==> src/rtl/signal_creater_param.sv <==
// Serial pattern generator: shifts a stored pattern out LSB first, each bit held div+1 clocks,
// either once or looping until a graceful stop ends the current pattern period.
module signal_creater_param #(
    parameter int   PAT_W    = 16,
    parameter int   LEN_W    = $clog2(PAT_W + 1),
    parameter int   DIV_W    = 8,
    parameter logic IDLE_LVL = 1'b0
) (
    input  logic             clk,
    input  logic             rst,
    input  logic             load,
    input  logic [PAT_W-1:0] pattern_in,
    input  logic [LEN_W-1:0] len_in,
    input  logic [DIV_W-1:0] div_in,
    input  logic             mode,
    input  logic             start,
    input  logic             stop,
    output logic             out,
    output logic             busy,
    output logic             done,
    output logic [LEN_W-1:0] bit_idx,
    output logic             state_dbg
);

    // Control semantics: load and start are single-cycle qualifiers sampled on the rising edge
    // and honoured only in IDLE (no ready/back-pressure); when both are high together the
    // freshly loaded values drive that run. stop is latched only while busy.
    typedef enum logic {S_IDLE = 1'b0, S_RUN = 1'b1} state_t;

    state_t             state;
    logic [PAT_W-1:0]   pat;
    logic [LEN_W-1:0]   len;
    logic [DIV_W-1:0]   div;
    logic [PAT_W-1:0]   shreg;
    logic [DIV_W-1:0]   cnt;
    logic               mode_r;
    logic               stop_pend;

    logic [LEN_W-1:0]   len_clamped;
    logic [LEN_W-1:0]   eff_len;
    logic [PAT_W-1:0]   eff_pat;
    logic               bit_end;
    logic               last_bit;

    assign state_dbg = state;

    always_comb begin
        len_clamped = (len_in > LEN_W'(PAT_W)) ? LEN_W'(PAT_W) : len_in;
        eff_len     = load ? len_clamped : len;
        eff_pat     = load ? pattern_in : pat;
        bit_end     = (cnt == div);
        last_bit    = (bit_idx == (len - LEN_W'(1)));
    end

    // shreg[0] always mirrors the bit currently on out, so advancing is a plain shift.
    always_ff @(posedge clk or negedge rst) begin
        if (!rst) begin
            state     <= S_IDLE;
            pat       <= '0;
            len       <= '0;
            div       <= '0;
            shreg     <= '0;
            cnt       <= '0;
            mode_r    <= 1'b0;
            stop_pend <= 1'b0;
            out       <= IDLE_LVL;
            busy      <= 1'b0;
            done      <= 1'b0;
            bit_idx   <= '0;
        end else begin
            done <= 1'b0;
            case (state)
                S_IDLE: begin
                    stop_pend <= 1'b0;
                    if (load) begin
                        pat <= pattern_in;
                        len <= len_clamped;
                        div <= div_in;
                    end
                    if (start && (eff_len != '0)) begin
                        state   <= S_RUN;
                        mode_r  <= mode;
                        bit_idx <= '0;
                        cnt     <= '0;
                        shreg   <= eff_pat;
                        out     <= eff_pat[0];
                        busy    <= 1'b1;
                    end
                end
                S_RUN: begin
                    if (stop) begin
                        stop_pend <= 1'b1;
                    end
                    if (!bit_end) begin
                        cnt <= cnt + DIV_W'(1);
                    end else begin
                        cnt <= '0;
                        if (!last_bit) begin
                            bit_idx <= bit_idx + LEN_W'(1);
                            shreg   <= shreg >> 1;
                            out     <= shreg[1];
                        end else if (mode_r && !(stop_pend || stop)) begin
                            bit_idx <= '0;
                            shreg   <= pat;
                            out     <= pat[0];
                        end else begin
                            state     <= S_IDLE;
                            bit_idx   <= '0;
                            out       <= IDLE_LVL;
                            busy      <= 1'b0;
                            done      <= 1'b1;
                            stop_pend <= 1'b0;
                        end
                    end
                end
                default: begin
                    state <= S_IDLE;
                end
            endcase
        end
    end

endmodule

==> config.mk <==
export PLATFORM = sky130hd
export DESIGN_NAME = signal_creater_param
export DESIGN_NICKNAME = d
export VERILOG_FILES = /design/src/rtl/signal_creater_param.sv
export SDC_FILE = /design/constraint.sdc
export NUM_CORES = 1
export LEC_CHECK = 0
export CAP_MARGIN = 20
export CORE_MARGIN = 2
export CORE_UTILIZATION = 55
export CTS_CLUSTER_DIAMETER = 200
export CTS_CLUSTER_SIZE = 25
export DETAILED_ROUTE_END_ITERATION = 7
export GPL_TIMING_DRIVEN = 0
export PLACE_DENSITY_LB_ADDON = 0.15
export SLEW_MARGIN = 40
export SYNTH_ARGS = -nofsm -noshare
export SYNTH_HDL_FRONTEND = slang
export SYNTH_SLANG_ARGS = --single-unit
==> constraint.sdc <==
create_clock -name clk -period 5.8 [get_ports clk]
set_input_delay 0.58 -clock clk [delete_from_list [all_inputs] [get_ports clk]]
set_output_delay 0.58 -clock clk [all_outputs]
set_load 0.02 [all_outputs]
# --- Word level (Yosys, flattened, before mapping) ---
# Cells that the tools add are included.
totals:
  input_bits: 35
  mem_bits_rw: 0
  mem_count: 0
  out_inout_bits: 9
  regBits: 64
  rom_bits: 0
  latch_bits: 0
classes:
  n_eq_ne: 7
  n_mul: 0
  n_shift: 0
  add_sub_neg: 3
  reduce_logical: 10
  div_mod_pow: 0
  bitwise: 1
  muxes: 39
  magnitude_cmp: 1
ops:
  columns: ["cell", "count"]
  rows:
  - ["2-to-1 mux 16 bit", 5]
  - ["one-hot mux 16 bit (2 select lines)", 1]
  - ["2-to-1 mux 5 bit", 5]
  - ["2-to-1 mux 1 bit", 20]
  - ["2-to-1 mux 8 bit", 2]
  - ["one-hot mux 8 bit (2 select lines)", 1]
  - ["one-hot mux 5 bit (2 select lines)", 1]
  - ["adder 8 x 1 -> 8 bit, second input constant", 1]
  - ["== test 8 bit", 1]
  - ["one-hot mux 1 bit (2 select lines)", 4]
  - ["AND reduction 2 bit", 3]
  - ["adder 5 x 1 -> 5 bit, second input constant", 1]
  - ["== test 5 bit", 1]
  - ["greater-than comparator 5 bit, second input constant", 1]
  - ["nonzero test 5 bit", 1]
  - ["subtractor 5 x 1 -> 5 bit, second input constant", 1]
  - ["!= test 2 x 1 -> 1 bit, second input constant", 2]
  - ["!= test 2 bit, second input constant", 2]
  - ["AND reduction 4 bit", 1]
  - ["!= test 3 x 2 -> 1 bit, second input constant", 1]
  - ["AND reduction 3 bit", 1]
  - ["logical AND 1 bit", 2]
  - ["zero test 1 bit", 1]
  - ["logical OR 1 bit", 1]
  - ["inverter 1 bit", 1]

# --- Depth between registers and ports, before layout ---
depth:
  word_depth: 7
  depth_mapped: 9
  ltp_nobuf: 7

# --- Least setup slack after synthesis ---
# OpenSTA, ideal clock, no wires.
synth_timing:
  path_type: "reg2reg"
  start: "reg len[0]"
  end: "reg shreg[11]"
  synth_period_minus_slack_ns: 2.239
  arrival_time_ns: 2.114
  t_required_ns: 5.675
  setup_slack_ns: 3.561
  path_stages_with_launch: 9
  cell_sequence: "dfrtp_1 inv_1 ha_1 nor3b_1 xnor2_1 and4bb_2 nor3_4 buf_4 mux2_2"
synth_between:
  elab_chain_len: 5
  word_cells_on_any_way: 11
synth_rtl:
  columns: ["element", "line", "source"]
  rows:
  - ["start: declaration", "32", "logic [LEN_W-1:0] len;"]
  - ["start signal: assignment", "77", "len <= len_clamped;"]
  - ["subtractor 5 x 1 -> 5 bit or 2-to-1 mux 5 bit (tied branches)", null, null]
  - ["== test 5 bit or nonzero test 5 bit (tied branches)", "52, 80", null]
  - ["2-to-1 mux 16 bit or logical AND 1 bit (tied branches)", "98, 80", null]
  - ["2-to-1 mux 16 bit or != test 2 bit (tied branches)", null, null]
  - ["one-hot mux 16 bit (2 select lines) or AND reduction 3 bit (tied branches)", null, null]
  - ["end signal: assignment", "85", "shreg <= eff_pat;"]
  - ["end signal: assignment", "100", "shreg <= shreg >> 1;"]
  - ["end signal: assignment", "104", "shreg <= pat;"]
  - ["end: declaration", "34", "logic [PAT_W-1:0] shreg;"]
# Parallel ways exist; a longest one is shown, timed or not. The select of a mux whose other input is x is not followed.
# A chain may end at the register's enable or synchronous reset.

# --- Final worst setup path ---
layout_timing:
  start: "reg len[0]"
  end: "reg shreg[7]"
# The elaborated chain is that of the path after synthesis.

==> run metrics <==
outcome=completed; via count=2,566; hold_ws=roughly 0.14 ns; die area=6770 um2; initial DRC count=143; worst-case reg-to-reg path depth=8; Final ANT Viol Nets=0; FMAX=390 MHz; io pins=44; CTS root buf=clkbuf_8; Final Max Tran Viols=0; GR Util All Layers=0.241; commonest non-fill, non-tap cells in the layout=dfrtp_1, clkdlybuf4s50_1, mux2_2, nor2_1, o21ai_0; DRC=0; Placed Instances=between 400 and 500; Inserted Diodes=0; Placer Congestion=0.882; Worst Path Max Fanout=10; CTS Buffer Depth=2; Post-synth EDFFs=0; clk slew on worst S/H paths=0.06 ns; Post-Syn Nets=345; Detail Placement HPWL=5220 um; die extent in y=about 82 um; Final Cycle Share=0.442; Peak VDD IR=0.231 mV; Cells after Synth=about 310; Rows=28; Worst Path Required=6.03 ns; worst slew pin tran=between 0.6 and 0.7 ns; sequential-to-total area share from yosys stat=0.468; Leakage=1.75 nW; Pre-antenna DRT Iters=4; grt ovf=0; Ys Warns=0; Max-Cap Viols=0; CTS tree=built; share of the synthesized area in the top cell type=0.468; Async SR Flop Fraction=1.00; Initial Util=0.569; Cell Area, Placed=between 3000 and 4000 um2; Synth Flop Type=dfrtp_1; unrepaired setup endpoints after global routing=false; most common cell after layout, fill and taps aside=dfrtp_1; Worst Setup Start Kind=flop; WL per Instance=16.5 um; Rel. slew slack=0.588; detail-routed via count per cell=5.82; number of synthesized register bits=63; worst-skew pair later-pin latency=0.34 ns; Sum Neg Setup Slack=0 ns; Setup CP Type=flop to flop; # hold bufs at CTS=0; Final Util=0.688; layout cell share with drive strength beyond 1=0.224; fin crit period=2.57 ns; Finished Layout Cells=approximately 440; Worst Skew=0.00735 ns; largest net degree at the start of global routing=41; H-tree lvl count=3; design area=4070 um2; # setup viols final=0; die width=82.3 um; Num CTS Buffers=9; top post-synthesis cells by area=dfrtp_1, mux2_2, xor2_1; initial antenna violation count=0; vias in the first global route=2,547; Sink Count=63; Final Hold Fails=0; Nets=400; post-synth top area cell=dfrtp_1; first-pass GRT wire length=12,200 um; Post-Route WL=7280 um; Worst Path Arrival=2.79 ns; post-synthesis cell type count=50; count of input and output buffers=43; crit end category=flop; Worst Hold Class=input pin to asynchronous set/reset pin; Core Region=5920 um2; mapped cell area=about 3400 um2; synthesized area per cell=11.0 um2; Post-CTS Setup Inserts=0; PostCTS Resize Cnt=0; pwr dens=427 nW/um2; Layout area overhead=21.0%
-- path summary, 6_finish.rpt --
| kind | startpoint | end | slack (ns) |
|---|---|---|---|
| worst max-delay path | len[0] | shreg[7] | 3.23 |
| worst min-delay path | rst | len[0] | 0.14 |
| worst max register to register | len[0] | shreg[7] | 3.23 |
| worst min register to register | pat[0] | pat[0] | 0.50 |
| max in group asynchronous | rst | shreg[6] | 5.15 |
| min in group clk | pat[0] | pat[0] | 0.50 |
-- power by group --
part	internal (W)	switching (W)	leakage (nW)
Clock	0.000162	0.000163	0.0850
Sequential	0.000608	0.000144	0.779
Combinational	0.000350	0.000314	0.881
-- routing by layer --
metal,vias up,global-route usage,share of wire
met5,-,0,0
met4,0,0.0917,0.021
met3,15,0.0522,0.042
met2,61,0.406,0.49
met1,1261,0.304,0.45
li1,1229,-,-
-- registers in the layout (all words and copies together) (netlist names) --
| name | count |
|---|---|
| pat | 16 |
| shreg | 15 |
| cnt | 8 |
| div | 8 |
| bit_idx | 5 |
| len | 5 |
| busy | 1 |
| done | 1 |
| mode_r | 1 |
| out | 1 |
| state_dbg | 1 |
| stop_pend | 1 |
-- per-stage QoR --
stage               total power (W)  worst slack, ns
finish                      0.00174             3.23
global route                0.00186             3.09
CTS                         0.00175             3.22
detailed placement          0.00142             2.97
global placement            0.00139             2.03
floorplan                   0.00122             3.56
-- critical path: stages (launching register included) --
cell and delay (ns):
dfrtp_1 0.45, inv_1 0.07, ha_1 0.21, nor3b_1 0.15, xnor2_1 0.44, and4bb_2 0.35
nor3_4 0.18, buf_4 0.24, mux2_2 0.35
-- kinds of logic after synthesis --
family | count (synthesis) | synth area share
AO/OA/AOI/OAI | 68 | 0.160
XOR/XNOR | 18 | 0.0513
adder cells (fa/ha/maj) | 3 | 0.0111
buffers and inverters | 34 | 0.0449
flip-flops | 63 | 0.468
multiplexers | 41 | 0.136
AND/OR/NAND/NOR | 80 | 0.129
-- cell type report --
type,instances,area [um2]
clock inverters,4,22.5
inverters,17,63.8
clock buffers,11,141
repair buffers,44,448
well taps,75,93.8
multi-input cells,210,1640
plain buffers,17,87.6
flip-flops and latches,63,1580
fillers,470,1850
-- cells in the mapped netlist, types with 3 or more instances --
master / instances
o21ai_0: 21
nand3_1: 4
nor2b_1: 3
dfrtp_1: 63
a21oi_1: 3
clkbuf_1: 11
a211oi_1: 9
nor2_1: 27
nor3_1: 6
o31ai_1: 7
ha_1: 3
xor2_1: 14
a221oi_2: 8
and3_1: 3
nand2b_1: 5
a22o_1: 4
inv_1: 17
mux2_2: 39
xnor2_1: 3
nor4b_1: 3
a32oi_1: 3
nand2_1: 16
a221oi_1: 3
(Power assumes the default switching activity.)
